File: src/rtl/tft_bus_arbiter.sv
// rtl/tft_bus_arbiter.sv - round-robin burst arbiter sharing one tft_spi byte transmitter
module tft_bus_arbiter #(
  parameter int NUM_CLIENTS = 4,
  parameter int MAX_HOLD    = 0,
  localparam int OWNER_W    = $clog2(NUM_CLIENTS)
) (
  input  logic                     clk,
  input  logic                     rst,
  input  logic [NUM_CLIENTS-1:0]   req,
  input  logic [8*NUM_CLIENTS-1:0] client_data,
  input  logic [NUM_CLIENTS-1:0]   client_dc,
  input  logic [NUM_CLIENTS-1:0]   client_transmit,
  output logic [NUM_CLIENTS-1:0]   client_busy,
  output logic [NUM_CLIENTS-1:0]   grant,
  output logic [OWNER_W-1:0]       owner,
  output logic                     active,
  input  logic                     spi_busy,
  output logic [7:0]               spi_data,
  output logic                     spi_dc,
  output logic                     spi_transmit,
  output logic                     dropped,
  output logic                     timeout
);

  localparam logic [1:0] IDLE  = 2'd0;
  localparam logic [1:0] GRANT = 2'd1;
  localparam logic [1:0] DRAIN = 2'd2;

  logic [1:0]         state;
  logic [OWNER_W-1:0] last;
  logic [OWNER_W-1:0] winner;
  logic [OWNER_W-1:0] idx_w;
  logic [19:0]        hold_cnt;
  logic [7:0]         data_arr [NUM_CLIENTS];
  logic               owner_req;
  logic               owner_tx;
  logic               timeout_hit;
  int                 idx;

  for (genvar g = 0; g < NUM_CLIENTS; g++) begin : g_unpack
    assign data_arr[g] = client_data[8*g +: 8];
  end

  // Scan last+1, last+2, ... ; iterating backwards lets the nearest requester win.
  always_comb begin
    winner = '0;
    idx    = 0;
    idx_w  = '0;
    for (int k = NUM_CLIENTS; k >= 1; k--) begin
      idx = int'(last) + k;
      if (idx >= NUM_CLIENTS) idx = idx - NUM_CLIENTS;
      idx_w = OWNER_W'(idx);
      if (req[idx_w]) winner = idx_w;
    end
  end

  assign owner_req   = req[owner];
  assign owner_tx    = client_transmit[owner];
  assign timeout_hit = (MAX_HOLD != 0) && (hold_cnt == 20'(MAX_HOLD - 1));

  always_comb begin
    spi_transmit = active & owner_tx & grant[owner];
    spi_data     = active ? data_arr[owner] : 8'h00;
    spi_dc       = active & client_dc[owner];
    client_busy  = (grant & {NUM_CLIENTS{spi_busy}}) | ~grant;
  end

  always_ff @(posedge clk) begin
    if (rst) begin
      state    <= IDLE;
      grant    <= '0;
      owner    <= '0;
      active   <= 1'b0;
      last     <= OWNER_W'(NUM_CLIENTS - 1);
      hold_cnt <= '0;
      dropped  <= 1'b0;
      timeout  <= 1'b0;
    end else begin
      // grant is all-zero while idle, so any strobe then counts as dropped too
      dropped <= |(client_transmit & ~grant);
      timeout <= 1'b0;
      case (state)
        IDLE: begin
          if (|req) begin
            grant    <= {{(NUM_CLIENTS-1){1'b0}}, 1'b1} << winner;
            owner    <= winner;
            last     <= winner;
            active   <= 1'b1;
            hold_cnt <= '0;
            state    <= GRANT;
          end
        end
        GRANT: begin
          if (hold_cnt != '1) hold_cnt <= hold_cnt + 20'd1;
          if (!owner_req) begin
            state <= DRAIN;
          end else if (timeout_hit) begin
            state   <= DRAIN;
            timeout <= 1'b1;
          end
        end
        DRAIN: begin
          // A byte still shifting or being strobed keeps the bus with its owner.
          if (!spi_busy && !owner_tx) begin
            grant  <= '0;
            active <= 1'b0;
            state  <= IDLE;
          end
        end
        default: state <= IDLE;
      endcase
    end
  end

endmodule
File: config.mk
export PLATFORM = sky130hd
export DESIGN_NAME = tft_bus_arbiter
export DESIGN_NICKNAME = d
export VERILOG_FILES = /design/src/rtl/tft_bus_arbiter.sv
export SDC_FILE = /design/constraint.sdc
export NUM_CORES = 1
export LEC_CHECK = 0
export CAP_MARGIN = 20
export CORE_UTILIZATION = 35
export CTS_BUF_LIST = sky130_fd_sc_hd__clkbuf_4
export DETAILED_ROUTE_END_ITERATION = 8
export PLACE_DENSITY = 0.82
export SETUP_SLACK_MARGIN = 0.4
export SKIP_LAST_GASP = 1
export SYNTH_ARGS = -nofsm -noshare
export SYNTH_HDL_FRONTEND = slang
export SYNTH_SLANG_ARGS = --single-unit
File: constraint.sdc
create_clock -name clk -period 1.75 [get_ports clk]
set_clock_uncertainty 0.05 [all_clocks]
set_input_delay 0.175 -clock clk [delete_from_list [all_inputs] [get_ports clk]]
set_output_delay 0.175 -clock clk [all_outputs]
set_load 0.05 [all_outputs]
Word level (Yosys, flattened, before mapping)
Index checks and enable logic that the tools add are counted.
Storage, ports and cells
  register bits after elaboration: 12
  input bits: 47
  output and inout bits: 23
  logic and storage cells: 86
Cells by class
  add/sub/neg operators: 8
  $lt $le $gt $ge: 10
  equal/unequal tests: 5
  shift-type cells: 1
  multiplexer cells: 38
  bitwise logic cells: 8
  reduce and logical (&&, ||, !) cells: 10
Operators by type and width (number)
  8-bit 2-to-1 mux: 3
  2-bit 2-to-1 mux: 11
  1-bit binary-select mux with 2-bit select: 8
  8-bit binary-select mux with 2-bit select: 1
  2-bit by 3-bit < comparator with 1-bit output, second input constant: 5
  3-bit >= comparator, second input constant: 4
  1-bit 2-to-1 mux: 10
  4-bit bitwise AND: 2
  4-bit 2-to-1 mux: 2
  4-bit case mux with 2 select lines: 1
  4-bit OR reduction: 2
  2-bit by 1-bit subtractor with 2-bit output, second input constant: 4
  2-bit by 2-bit adder with 3-bit output, second input constant: 2
  2-bit != test, second input constant: 3
  2-bit case mux with 3 select lines: 1
  3-bit AND reduction: 2
  2-bit by 3-bit adder with 4-bit output, second input constant: 1
  4-bit by 3-bit >= comparator with 1-bit output, second input constant: 1
  4-bit NOT: 1
  4-bit OR: 1
  1-bit by 2-bit << shifter with 4-bit output, first input constant: 1
  2-bit by 1-bit adder with 3-bit output, second input constant: 1
  1-bit bitwise AND: 3
  2-bit NOT with 3-bit output: 1
  other kinds (8): 9

Depth between registers and ports, before layout
  depth after elaboration: 12
  depth in mapped cells: 4
  gate-level depth less buffers: 4

Least setup slack after synthesis
OpenSTA, ideal clock, no wires.
  path type: register to output
  from: reg owner[0]
  to: out spi_data[0]
  arrival: 1944 ps
  required time: 1525 ps
  slack: -419 ps
  cell stages (with the launch flop): 4
  cell sequence: dfxtp_1 -> buf_2 -> mux4_2 -> and2_1
Between the ends
  cells in the longest elaborated chain, start to end: 5
Ends and longest elaborated chain
  start: declaration: line 15  | output logic [OWNER_W-1:0] owner,
  start signal: assignment: line 86  | owner <= winner;
  2-bit NOT with 3-bit output (implied by the code): line 63  | spi_data = active ? data_arr[owner] : 8'h00;
  8-bit binary-select mux with 2-bit select: line 63
  8-bit 2-to-1 mux (implied by the code) (2 in series): line 63
  8-bit 2-to-1 mux: line 63
  end: declaration: line 18  | output logic [7:0] spi_data,
Every way passes these cells. The select of a mux whose other input is x is not followed.

Worst setup path in the final report
  from: reg owner[0]
  to: out spi_transmit
Between the ends
  cells in the longest elaborated chain, start to end: 4
  elaborated cells between the ends (all ways): 6
  classes of those cells: 4 x mux; 2 x bitwise
Ends and longest elaborated chain
  1-bit binary-select mux with 2-bit select: line 58  | assign owner_tx = client_transmit[owner];
  1-bit 2-to-1 mux (implied by the code): line 58
  1-bit bitwise AND: line 62  | spi_transmit = active & owner_tx & grant[owner];
  1-bit bitwise AND (*): line 62
  end: declaration: line 20  | output logic spi_transmit,
Mark *: on every way between the ends. The rest lies on a longest branch, timed or not. The select of a mux whose other input is x is not followed.

==> flow_summary.toml <==
[layout]
antenna_cells = 0
nNetsFinal = 227
syn_to_final_growth_pct = 105
drive_gt1_share_pct = 41.3

[clock_network]
cts_buffer_depth = 2
clk_latency_ns = 0.28
clk_pin_slew_worst_paths_ns = 0.07
cts_root_buffer = "clkbuf_4"
cts_sinks = 12
cts_buffers = 3
cts_hold_buf = 0
cts_tree = "yes"
h-tree-depth = 1

[critical_path]
required_ns = 1.52
arrival_ns = 1.65
startpoint_type = "flip-flop"
critPathMaxFanout = 5
path_class = "reg2out"
r2r_slack_ns = 0
endpoint_kind = "output port"

[run_status]
violations = "negative setup slack"
status = "finished with violations"

[detailed_routing]
vias_per_cell = 5.33
detail-route-antenna-nets = 0
wl_um = 3470
avgRoutedWirePerCell_um = 16.6
drc = 0
firstDrtPassIters = 4
vias = 1115
drt_iter0_markers = 9

[logic_synthesis]
synth_mux_area_share_pct = 28.9
synth_compound_area_share_pct = 15.2
ys_dominant_reg_cell = "dfxtp_1"
avgSynthCellArea_um2 = 9.68
synthArstFlopShare_pct = 0
synth_xor_area_share_pct = 0
yosys_warnings = 0
synth_edf_count = 0
synthAdderAreaFrac_pct = 0
synth_area_leaders = "mux4_2, dfxtp_1, nand2b_1"
synth-simple-area-share_pct = 25.3
yosys.area.top_type = "mux4_2"
synth.distinct_cells = 33
ys_seq_area_share_pct = 25.3
synth_area_um2 = 948
synthesis.nets = 145
synth_top_family_by_area = "multiplexers"
yosys.area.top_type_share_pct = 26.1
netlist_instances = 98
synth-seq-cells = 12

[place]
gp_congestion = 0.775
io_buffers = 68
place_hpwl_um = 2470

[power]
p_comb_share_pct = 63.9
sw_frac_of_total_pct = 41.1
seqPwrFrac_pct = 25.0
leakage_uw = 0.000803
p_per_area_mw_per_mm2 = 810
switching_power_uw = 646
clkPwrFrac_pct = 11.1
worst_ir_drop_vdd_mv = 0.887
p_int_uw = 928

[floorplanning]
die_y_um = 54.1
chipWidth_um = 54.1
die-area_mm2 = 0.00292
num_rows = 18
ios = 70
start_util_pct = 37.6
fp.coreArea_mm2 = 0.00252

[sta]
holdWs_ns = 0.295
fin_ws_ns = -0.123
rsz0062_at_grt = "true"
fin_crit_ns = 1.87
period_share_pct = 107
tns_ns = -1.05
relSlewSlack_pct = 66.4
setup_viol = 10
slew_violations = 0
tightest_slew_ns = 0.507
hold_viol = 0
max_freq_ghz = 0.534

[global_routing]
antenna_found_initial = 0
grt_pass1_wl_um = 4400
grt_usage_pct = 21.2
grt_max_degree = 13
grt_overflow = 0
grt_pass1_vias = 939

[job]
cap_violations = 0

[hold_path]
hp-class = "in2reg"
-- layout by cell type (no fill, tap or decap), types with 2 or more instances in the layout --
| cell type | netlist | final |
|---|---|---|
| nor2_1 | 9 | 8 |
| clkdlybuf4s15_2 | 0 | 2 |
| inv_1 | 6 | 6 |
| dfxtp_2 | 0 | 5 |
| a21oi_1 | 5 | 4 |
| buf_12 | 0 | 5 |
| clkbuf_4 | 0 | 3 |
| nand2b_1 | 10 | 10 |
| o21ai_0 | 3 | 2 |
| nand2_1 | 3 | 3 |
| nor3_1 | 3 | 3 |
| dlymetal6s2s_1 | 0 | 4 |
| buf_4 | 1 | 13 |
| and2_4 | 0 | 9 |
| clkdlybuf4s50_1 | 0 | 41 |
| dfxtp_1 | 12 | 6 |
| mux4_2 | 11 | 12 |
| buf_6 | 0 | 13 |
-- flip-flops by register name (all words and copies together) (netlist names) --
name	count
active	1
dropped	1
state	2
owner	2
grant	4
last	2
-- per-layer routing --
metal  wire (um)  GRT usage, %  up-vias
met3         425          8.47        4
met1        1360          25.3      533
met4          38          7.69        0
met2        1650          34.2       52
li1            -             -      526
met5           0             0        -
-- Yosys cell counts (all sizes together), types with 2 or more instances --
master,instances
dfxtp,12
mux4,12
nand2b,10
and2,9
nor2,9
inv,6
a21oi,5
nor3,5
o21ai,4
buf,3
nand2,3
a21boi,2
clkbuf,2
o41ai,2
-- logic make-up (layout without fill, tap and decap cells) --
logic type | count (synthesis) | in the layout
DFF | 12 | 12
muxes | 12 | 12
other | 1 | 1
buffers and inverters | 11 | 92
and+or+nand+nor | 42 | 42
AOI/OAI and AO/OA | 20 | 20
-- final timing paths --
check,end,cells past startpoint,from
worst max register to register,grant[2]$_SDFFE_PP0P_,6,owner[0]$_SDFFE_PP0P_
worst min register to register,grant[3]$_SDFFE_PP0P_,1,grant[3]$_SDFFE_PP0P_
worst min-delay path,state[1]$_SDFFE_PP0P_,3,spi_busy
worst max-delay path,spi_transmit,4,owner[0]$_SDFFE_PP0P_
-- layout make-up --
| type | instances | area (um2) |
|---|---|---|
| Clock buffer | 3 | 22.5 |
| Clock inverter | 1 | 3.75 |
| Fill cell | 164 | 579 |
| Inverter | 6 | 22.5 |
| Multi-Input combinational cell | 75 | 721 |
| Sequential cell | 12 | 250 |
| Tap cell | 30 | 37.5 |
| Timing Repair Buffer | 82 | 886 |
-- metrics by stage --
stage	cells	setup slack, ns	power, uW	instance area [um2]	utilization [%]
floorplan	98	0.0796	932	987	-
detailed placement	196	-0.0797	1250	1730	68.5
global placement	196	-0.0667	1230	1730	68.5
global route	209	-0.165	1650	1940	77.0
finish	209	-0.123	1570	1940	77.0
CTS	203	-0.158	1460	1810	71.9
-- worst max-delay path: stages, from the launching register on --
cell and delay (ns):
dfxtp_4 0.40, buf_4 0.13, mux4_2 0.50, and3_4 0.20, buf_6 0.14
-- power by group through the flow --
stage / sequential (uW) / combinational (uW) / clock [uW]
3_3_place_gp: 393 / 842 / 0
5_1_grt: 401 / 1060 / 194
3_5_place_dp: 395 / 852 / 0
6_report: 393 / 1010 / 175
4_1_cts: 386 / 895 / 180
2_1_floorplan: 457 / 475 / 0
-- what timing repair did --
action | 4_1_cts | 5_1_grt
gates resized for setup | 18 | 22
buffers inserted | 3 | 5
gates cloned | 0 | 1
endpoints found under the setup margin | 21 | 25
pin swaps | 4 | 3
No activity file was read; power rests on OpenSTA's default activity.
